File: config.mk
export PLATFORM = sky130hd
export DESIGN_NAME = fetch_ctrl
export DESIGN_NICKNAME = d
export VERILOG_FILES = /design/src/rtl/fetch_ctrl.sv
export SDC_FILE = /design/constraint.sdc
export NUM_CORES = 1
export LEC_CHECK = 0
export CAP_MARGIN = 10
export CORE_MARGIN = 1.5
export CORE_UTILIZATION = 25
export DETAILED_ROUTE_END_ITERATION = 6
export SYNTH_ARGS = -nofsm -noshare
export SYNTH_HDL_FRONTEND = slang
export SYNTH_SLANG_ARGS = --single-unit
File: constraint.sdc
create_clock -name clk -period 3.7 [get_ports clk]
set_input_delay 0.74 -clock clk [delete_from_list [all_inputs] [get_ports clk]]
set_output_delay 0.74 -clock clk [all_outputs]
set_load 0.1 [all_outputs]
File: src/rtl/fetch_ctrl.sv
// fetch_ctrl: fetch-stage sequencer. Decides each cycle whether the PC
// advances, holds or is redirected; handshakes with a variable-latency
// instruction memory; owns EPC, the halt/dump sequence and a fetch watchdog.
module fetch_ctrl #(
  parameter logic [15:0] EXC_VECTOR = 16'h0002,
  parameter int unsigned MAX_WAIT   = 8
) (
  input  logic        clk,
  input  logic        rst,
  input  logic [15:0] pc_current,
  input  logic        imem_stall,
  input  logic        imem_done,
  input  logic        hazard_stall,
  input  logic        branch_taken,
  input  logic [15:0] branch_target,
  input  logic        exception,
  input  logic        rti,
  input  logic        halt,
  output logic        pc_write_en,
  output logic        pc_sel,
  output logic [15:0] pc_next,
  output logic        imem_rd,
  output logic        instr_valid,
  output logic [15:0] epc,
  output logic        mem_timeout,
  output logic        halted,
  output logic        dump
);

  localparam logic [3:0] MAX_CNT = 4'(MAX_WAIT);

  typedef enum logic [1:0] {
    IDLE = 2'd0,
    REQ  = 2'd1,
    WAIT = 2'd2,
    HALT = 2'd3
  } state_t;

  // Encoded so that a larger value means a higher-priority redirect.
  typedef enum logic [1:0] {
    RD_NONE   = 2'd0,
    RD_BRANCH = 2'd1,
    RD_RTI    = 2'd2,
    RD_EXC    = 2'd3
  } redir_t;

  state_t      state_q, state_next;
  logic [15:0] epc_q, epc_next;
  redir_t      pend_kind_q, pend_kind_next;
  logic [15:0] pend_target_q, pend_target_next;
  logic [15:0] pend_epc_q, pend_epc_next;
  logic [3:0]  wait_cnt_q, wait_cnt_next;
  logic        halt_pend_q, halt_pend_next;
  logic        halted_q, dump_q;

  redir_t      in_kind;
  logic [15:0] in_target;
  logic        take_in;
  redir_t      mrg_kind;
  logic [15:0] mrg_target;
  logic [15:0] mrg_epc;
  logic [3:0]  cnt_inc;
  logic        halt_any;

  // Classify this cycle's redirect request by priority.
  always_comb begin
    // NOTE: every variable written here gets a default first, so no path can
    // leave it unassigned and infer a latch.
    in_kind   = RD_NONE;
    in_target = 16'h0000;
    if (exception) begin
      in_kind   = RD_EXC;
      in_target = EXC_VECTOR;
    end else if (rti) begin
      in_kind   = RD_RTI;
      in_target = epc_q;
    end else if (branch_taken) begin
      in_kind   = RD_BRANCH;
      in_target = branch_target;
    end
  end

  // A new redirect replaces the pending one unless the pending one outranks it.
  assign take_in    = (in_kind >= pend_kind_q);
  assign mrg_kind   = take_in ? in_kind   : pend_kind_q;
  assign mrg_target = take_in ? in_target : pend_target_q;
  assign mrg_epc    = take_in ? pc_current : pend_epc_q;

  // Wait counter saturates at MAX_CNT rather than wrapping.
  assign cnt_inc  = (wait_cnt_q == MAX_CNT) ? MAX_CNT : wait_cnt_q + 4'd1;
  assign halt_any = halt_pend_q | halt;

  // Next-state and combinational outputs.
  always_comb begin
    state_next       = state_q;
    epc_next         = epc_q;
    pend_kind_next   = pend_kind_q;
    pend_target_next = pend_target_q;
    pend_epc_next    = pend_epc_q;
    wait_cnt_next    = wait_cnt_q;
    halt_pend_next   = halt_pend_q;
    pc_write_en      = 1'b0;
    pc_sel           = 1'b0;
    pc_next          = 16'h0000;
    imem_rd          = 1'b0;
    instr_valid      = 1'b0;
    mem_timeout      = 1'b0;

    unique case (state_q)
      IDLE: begin
        state_next = REQ;
        if (in_kind != RD_NONE) begin
          pc_write_en = 1'b1;
          pc_sel      = 1'b1;
          pc_next     = in_target;
          if (in_kind == RD_EXC) epc_next = pc_current;
        end
        // An exception in the same cycle drops the halt.
        if (halt && in_kind != RD_EXC) state_next = HALT;
      end

      REQ: begin
        if (in_kind != RD_NONE) begin
          // Flush overrides both stalls; the wrong-path fetch is not issued.
          pc_write_en = 1'b1;
          pc_sel      = 1'b1;
          pc_next     = in_target;
          if (in_kind == RD_EXC) epc_next = pc_current;
          if (halt && in_kind != RD_EXC) state_next = HALT;
        end else if (halt) begin
          state_next = HALT;
        end else if (!hazard_stall) begin
          imem_rd = 1'b1;
          if (!imem_stall) begin
            if (imem_done) begin
              instr_valid = 1'b1;
              pc_write_en = 1'b1;
            end else begin
              state_next    = WAIT;
              wait_cnt_next = 4'd0;
            end
          end
        end
      end

      WAIT: begin
        wait_cnt_next = cnt_inc;
        if (halt) halt_pend_next = 1'b1;
        if (take_in && in_kind != RD_NONE) begin
          pend_kind_next   = in_kind;
          pend_target_next = in_target;
          pend_epc_next    = pc_current;
        end
        if (imem_done) begin
          pc_write_en = 1'b1;
          if (mrg_kind != RD_NONE) begin
            pc_sel  = 1'b1;
            pc_next = mrg_target;
            if (mrg_kind == RD_EXC) epc_next = mrg_epc;
          end
          // Squash the returning fetch if it is on a dead path or we are halting.
          instr_valid      = (mrg_kind == RD_NONE) && !halt_any;
          state_next       = (halt_any && mrg_kind != RD_EXC) ? HALT : REQ;
          pend_kind_next   = RD_NONE;
          pend_target_next = 16'h0000;
          pend_epc_next    = 16'h0000;
          halt_pend_next   = 1'b0;
          wait_cnt_next    = 4'd0;
        end else if (cnt_inc == MAX_CNT) begin
          // Watchdog expiry behaves as an exception and abandons the access.
          mem_timeout      = 1'b1;
          pc_write_en      = 1'b1;
          pc_sel           = 1'b1;
          pc_next          = EXC_VECTOR;
          epc_next         = pc_current;
          state_next       = REQ;
          pend_kind_next   = RD_NONE;
          pend_target_next = 16'h0000;
          pend_epc_next    = 16'h0000;
          halt_pend_next   = 1'b0;
          wait_cnt_next    = 4'd0;
        end
      end

      HALT: begin
        state_next = HALT;
      end

      default: begin
        state_next = IDLE;
      end
    endcase

    // Every output is quiet while reset is held.
    if (rst) begin
      pc_write_en = 1'b0;
      pc_sel      = 1'b0;
      pc_next     = 16'h0000;
      imem_rd     = 1'b0;
      instr_valid = 1'b0;
      mem_timeout = 1'b0;
    end
  end

  // State, EPC, pending redirect and halt/dump registers.
  always_ff @(posedge clk) begin
    // NOTE: sequential state uses non-blocking assignments so every register
    // samples values from before this edge, independent of statement order.
    if (rst) begin
      state_q       <= IDLE;
      epc_q         <= 16'h0000;
      pend_kind_q   <= RD_NONE;
      pend_target_q <= 16'h0000;
      pend_epc_q    <= 16'h0000;
      wait_cnt_q    <= 4'd0;
      halt_pend_q   <= 1'b0;
      halted_q      <= 1'b0;
      dump_q        <= 1'b0;
    end else begin
      state_q       <= state_next;
      epc_q         <= epc_next;
      pend_kind_q   <= pend_kind_next;
      pend_target_q <= pend_target_next;
      pend_epc_q    <= pend_epc_next;
      wait_cnt_q    <= wait_cnt_next;
      halt_pend_q   <= halt_pend_next;
      halted_q      <= (state_next == HALT);
      dump_q        <= (state_next == HALT) && (state_q != HALT);
    end
  end

  assign epc    = epc_q;
  assign halted = halted_q;
  assign dump   = dump_q;

endmodule

==> out/qor.yml <==
clocking:
  cts_buffers: 9
  cts_tree: "done"
  clock-sinks: 59
  cts_buffer_depth: 2
  cts_hold_buf: 0
  clkLatencyLatePin_ns: 0.33
  cts-root-buf: "clkbuf_16"
  cts.reportedPaths.clkPinSlew_ns: 0.05
  htreeDepth: 3
floorplan:
  row_count: 41
  dieHeight_um: 117
  io_pins: 80
  core_um2: 12700
  start_util_pct: 25.7
  dieArea_um2: 13700
  die_width_um: 117
finish:
  drive_above_1_share_pct: 28.2
  fillCellCount: 1252
  stdcell_count: 629
  area_growth_pct: 58.6
  post-route-util_pct: 40.7
  antenna_cells: 0
  final_nets: 503
routing:
  drcViolationCount: 0
  antenna_left: 0
  vias: 3106
  first_iter_violations: 181
  wl_um: 10200
  drt_first_pass_iters: 4
  wl_per_cell_um: 16.2
  viasPerCell: 4.94
sta:
  fin_skew_ns: 0.00264
  post-route-period-util_pct: 98.1
  relSlewSlack_pct: 32.7
  tightest_slew_ns: 1.01
  hold_slack_ns: 0.472
  max_freq_mhz: 276
  period_minus_slack_ns: 3.63
  setup_viol: 0
  rsz0062_at_grt: "false"
  maxSlewViolCount: 0
  timing.final.ws_setup_ns: 0.0719
  final-hold-violation-count: 0
placed_design:
  routabilityCongestion: 0.898
  placedCellCount: 611
  io_buffers: 79
  dp_hpwl_um: 7210
  place_ws_ns: -0.217
worst_hold_path:
  hp-class: "register to register"
  hold_start: "pend_epc_q[12]$_SDFFE_PP0P_"
pwr:
  power.density_nw_per_um2: 667
  leakagePower_nw: 1.88
  peakVddDrop_uv: 412
  finalPower_w: 0.00344
worst_setup_path:
  critPathLaunch: "branch_taken"
  crit_fanout: 14
  cp-endpoint: "pc_next[10]"
  reg2reg_to: "epc[5]$_SDFFE_PP0P_"
  rr_startpoint: "pend_kind_q[0]$_SDFFE_PP0P_"
  reg2reg_slack_ns: 1.06
  critPathLaunchType: "primary input"
  crit_arrival_ns: 2.89
  ff2ff_path_depth: 8
  required_ns: 2.96
  critPathCaptureType: "output port"
  critical_path_class: "primary input to output port"
yosys:
  synth.most_common_cell: "dfxtp_1"
  synth.largest_area_cell: "dfxtp_1"
  avgSynthCellArea_um2: 9.01
  synthDistinctLibCells: 50
  synth_common_cells: "dfxtp_1, nor2_1, a22o_1"
  synth_nets: 411
  synth_area_um2: 3250
  async_flop_share_pct: 0
  seq_area_frac_synth_pct: 36.3
  syn_inst: 361
  netlist_top_cells_area: "dfxtp_1, a22o_1, a22oi_1"
  synth_seq_cells: 59
  yosysWarnings: 0
  synth_top_cell_area_share_pct: 36.3
  dominantRegCellSynth: "dfxtp_1"
  synth-edff-count: 0
global_routing:
  first_global_vias: 3239
  grt_max_degree: 47
  grt_first_pass_wirelength_um: 16600
  antenna_found_initial: 0
  grt_overflow: 0
  grt_usage_pct: 15.7
status:
  status: "completed"
flow_run:
  drv_cap: 0
==> cell usage in the layout, fill, tap and decap left out, drive strengths merged, types with 2 or more instances in the layout <==
master         count
dfxtp             59
nor2              57
clkdlybuf4s50     54
buf               50
a22o              34
a22oi             30
nor2b             20
mux2i             17
mux2              16
inv               14
a21oi             13
clkbuf            10
ha                 9
nand2              8
nand2b             7
nor3               5
or2                4
a211oi             4
o21ai              3
nand3              3
o31ai              3
nor4               3
nor3b              2
or3                2
a31oi              2
a221oi             2
o311a              2
clkinvlp           2
clkinv             2
dlygate4sd2        2
or4                2
==> state kept, by name (all words and copies together) (netlist names) <==
| signal | count |
|---|---|
| state_q | 2 |
| halt_pend_q | 1 |
| pend_kind_q | 2 |
| halted | 1 |
| wait_cnt_q | 4 |
| pend_target_q | 16 |
| dump | 1 |
| epc | 16 |
| pend_epc_q | 16 |
==> per-stage QoR <==
stage	TNS (ns)	area (µm²)
final	0	5160
after floorplan	-1.95	3530
after CTS	0	5150
after global placement	-1.66	4820
after detailed placement	-2.68	4820
after global routing	0	5160
==> routing by layer <==
metal	vias up	GRT usage, %	wire (µm)
met5	-	0	0
met4	0	6.43	221
met3	24	2.57	442
met2	94	26.2	4860
met1	1481	20.3	4660
li1	1507	-	-
==> cell type report <==
| cell class | count | area [µm²] | share of cell area (%) |
|---|---|---|---|
| Multi-Input combinational cell | 262 | 2200 | 42.6 |
| Timing Repair Buffer | 107 | 1230 | 23.8 |
| Sequential cell | 59 | 1180 | 22.9 |
| Clock buffer | 10 | 229 | 4.44 |
| Tap cell | 172 | 215 | 4.17 |
| Clock inverter | 5 | 55.1 | 1.07 |
| Inverter | 14 | 55.1 | 1.07 |
==> where the power goes <==
group,switching (W),total [W],internal [W]
sequential,0.0000934,0.000831,0.000738
clock,0.000295,0.000809,0.000514
combinational,0.00118,0.00180,0.000620
total,0.00157,0.00344,0.00187
==> critical path, stage by stage <==
cell and delay [ns]:
clkdlybuf4s15_1 0.19, nor2b_4 0.14, or2_4 0.26, inv_4 0.07
ha_4 0.19, nand2b_4 0.17, a21oi_4 0.18, buf_4 0.15
o31ai_4 0.07, buf_12 0.19, a22oi_1 0.25, nor2_4 0.08
buf_12 0.20
==> timing repair <==
| action | 4_1_cts | 5_1_grt |
|---|---|---|
| pin swaps | 4 | 3 |
| setup endpoints to repair | 18 | 6 |
| setup buffers | 3 | 0 |
| gates resized for setup | 7 | 3 |
==> logic make-up (layout without fill, tap and decap cells) <==
family / count (synthesis) / in the layout / synth area share (%)
muxes: 33 / 33 / 11.9
buffers and inverters: 40 / 136 / 5.69
AOI/OAI and AO/OA: 102 / 102 / 24.5
xor gates and xnor gates: 1 / 1 / 0.269
DFF: 59 / 59 / 36.3
and+or+nand+nor: 117 / 117 / 17.9
adders and majority gates: 9 / 9 / 3.46
==> how the worst min path moves through the flow <==
stage                                        endpoint  slack, ns  cells after the start
after floorplan            pend_epc_q[0]$_SDFFE_PP0P_       0.44                      1
after global placement    pend_epc_q[14]$_SDFFE_PP0P_       0.46                      1
after detailed placement   pend_epc_q[3]$_SDFFE_PP0P_       0.46                      1
after CTS                 pend_epc_q[14]$_SDFFE_PP0P_       0.47                      1
after global routing       pend_epc_q[3]$_SDFFE_PP0P_       0.48                      1
final                     pend_epc_q[12]$_SDFFE_PP0P_       0.47                      1
No activity file was read; power rests on OpenSTA's default activity.
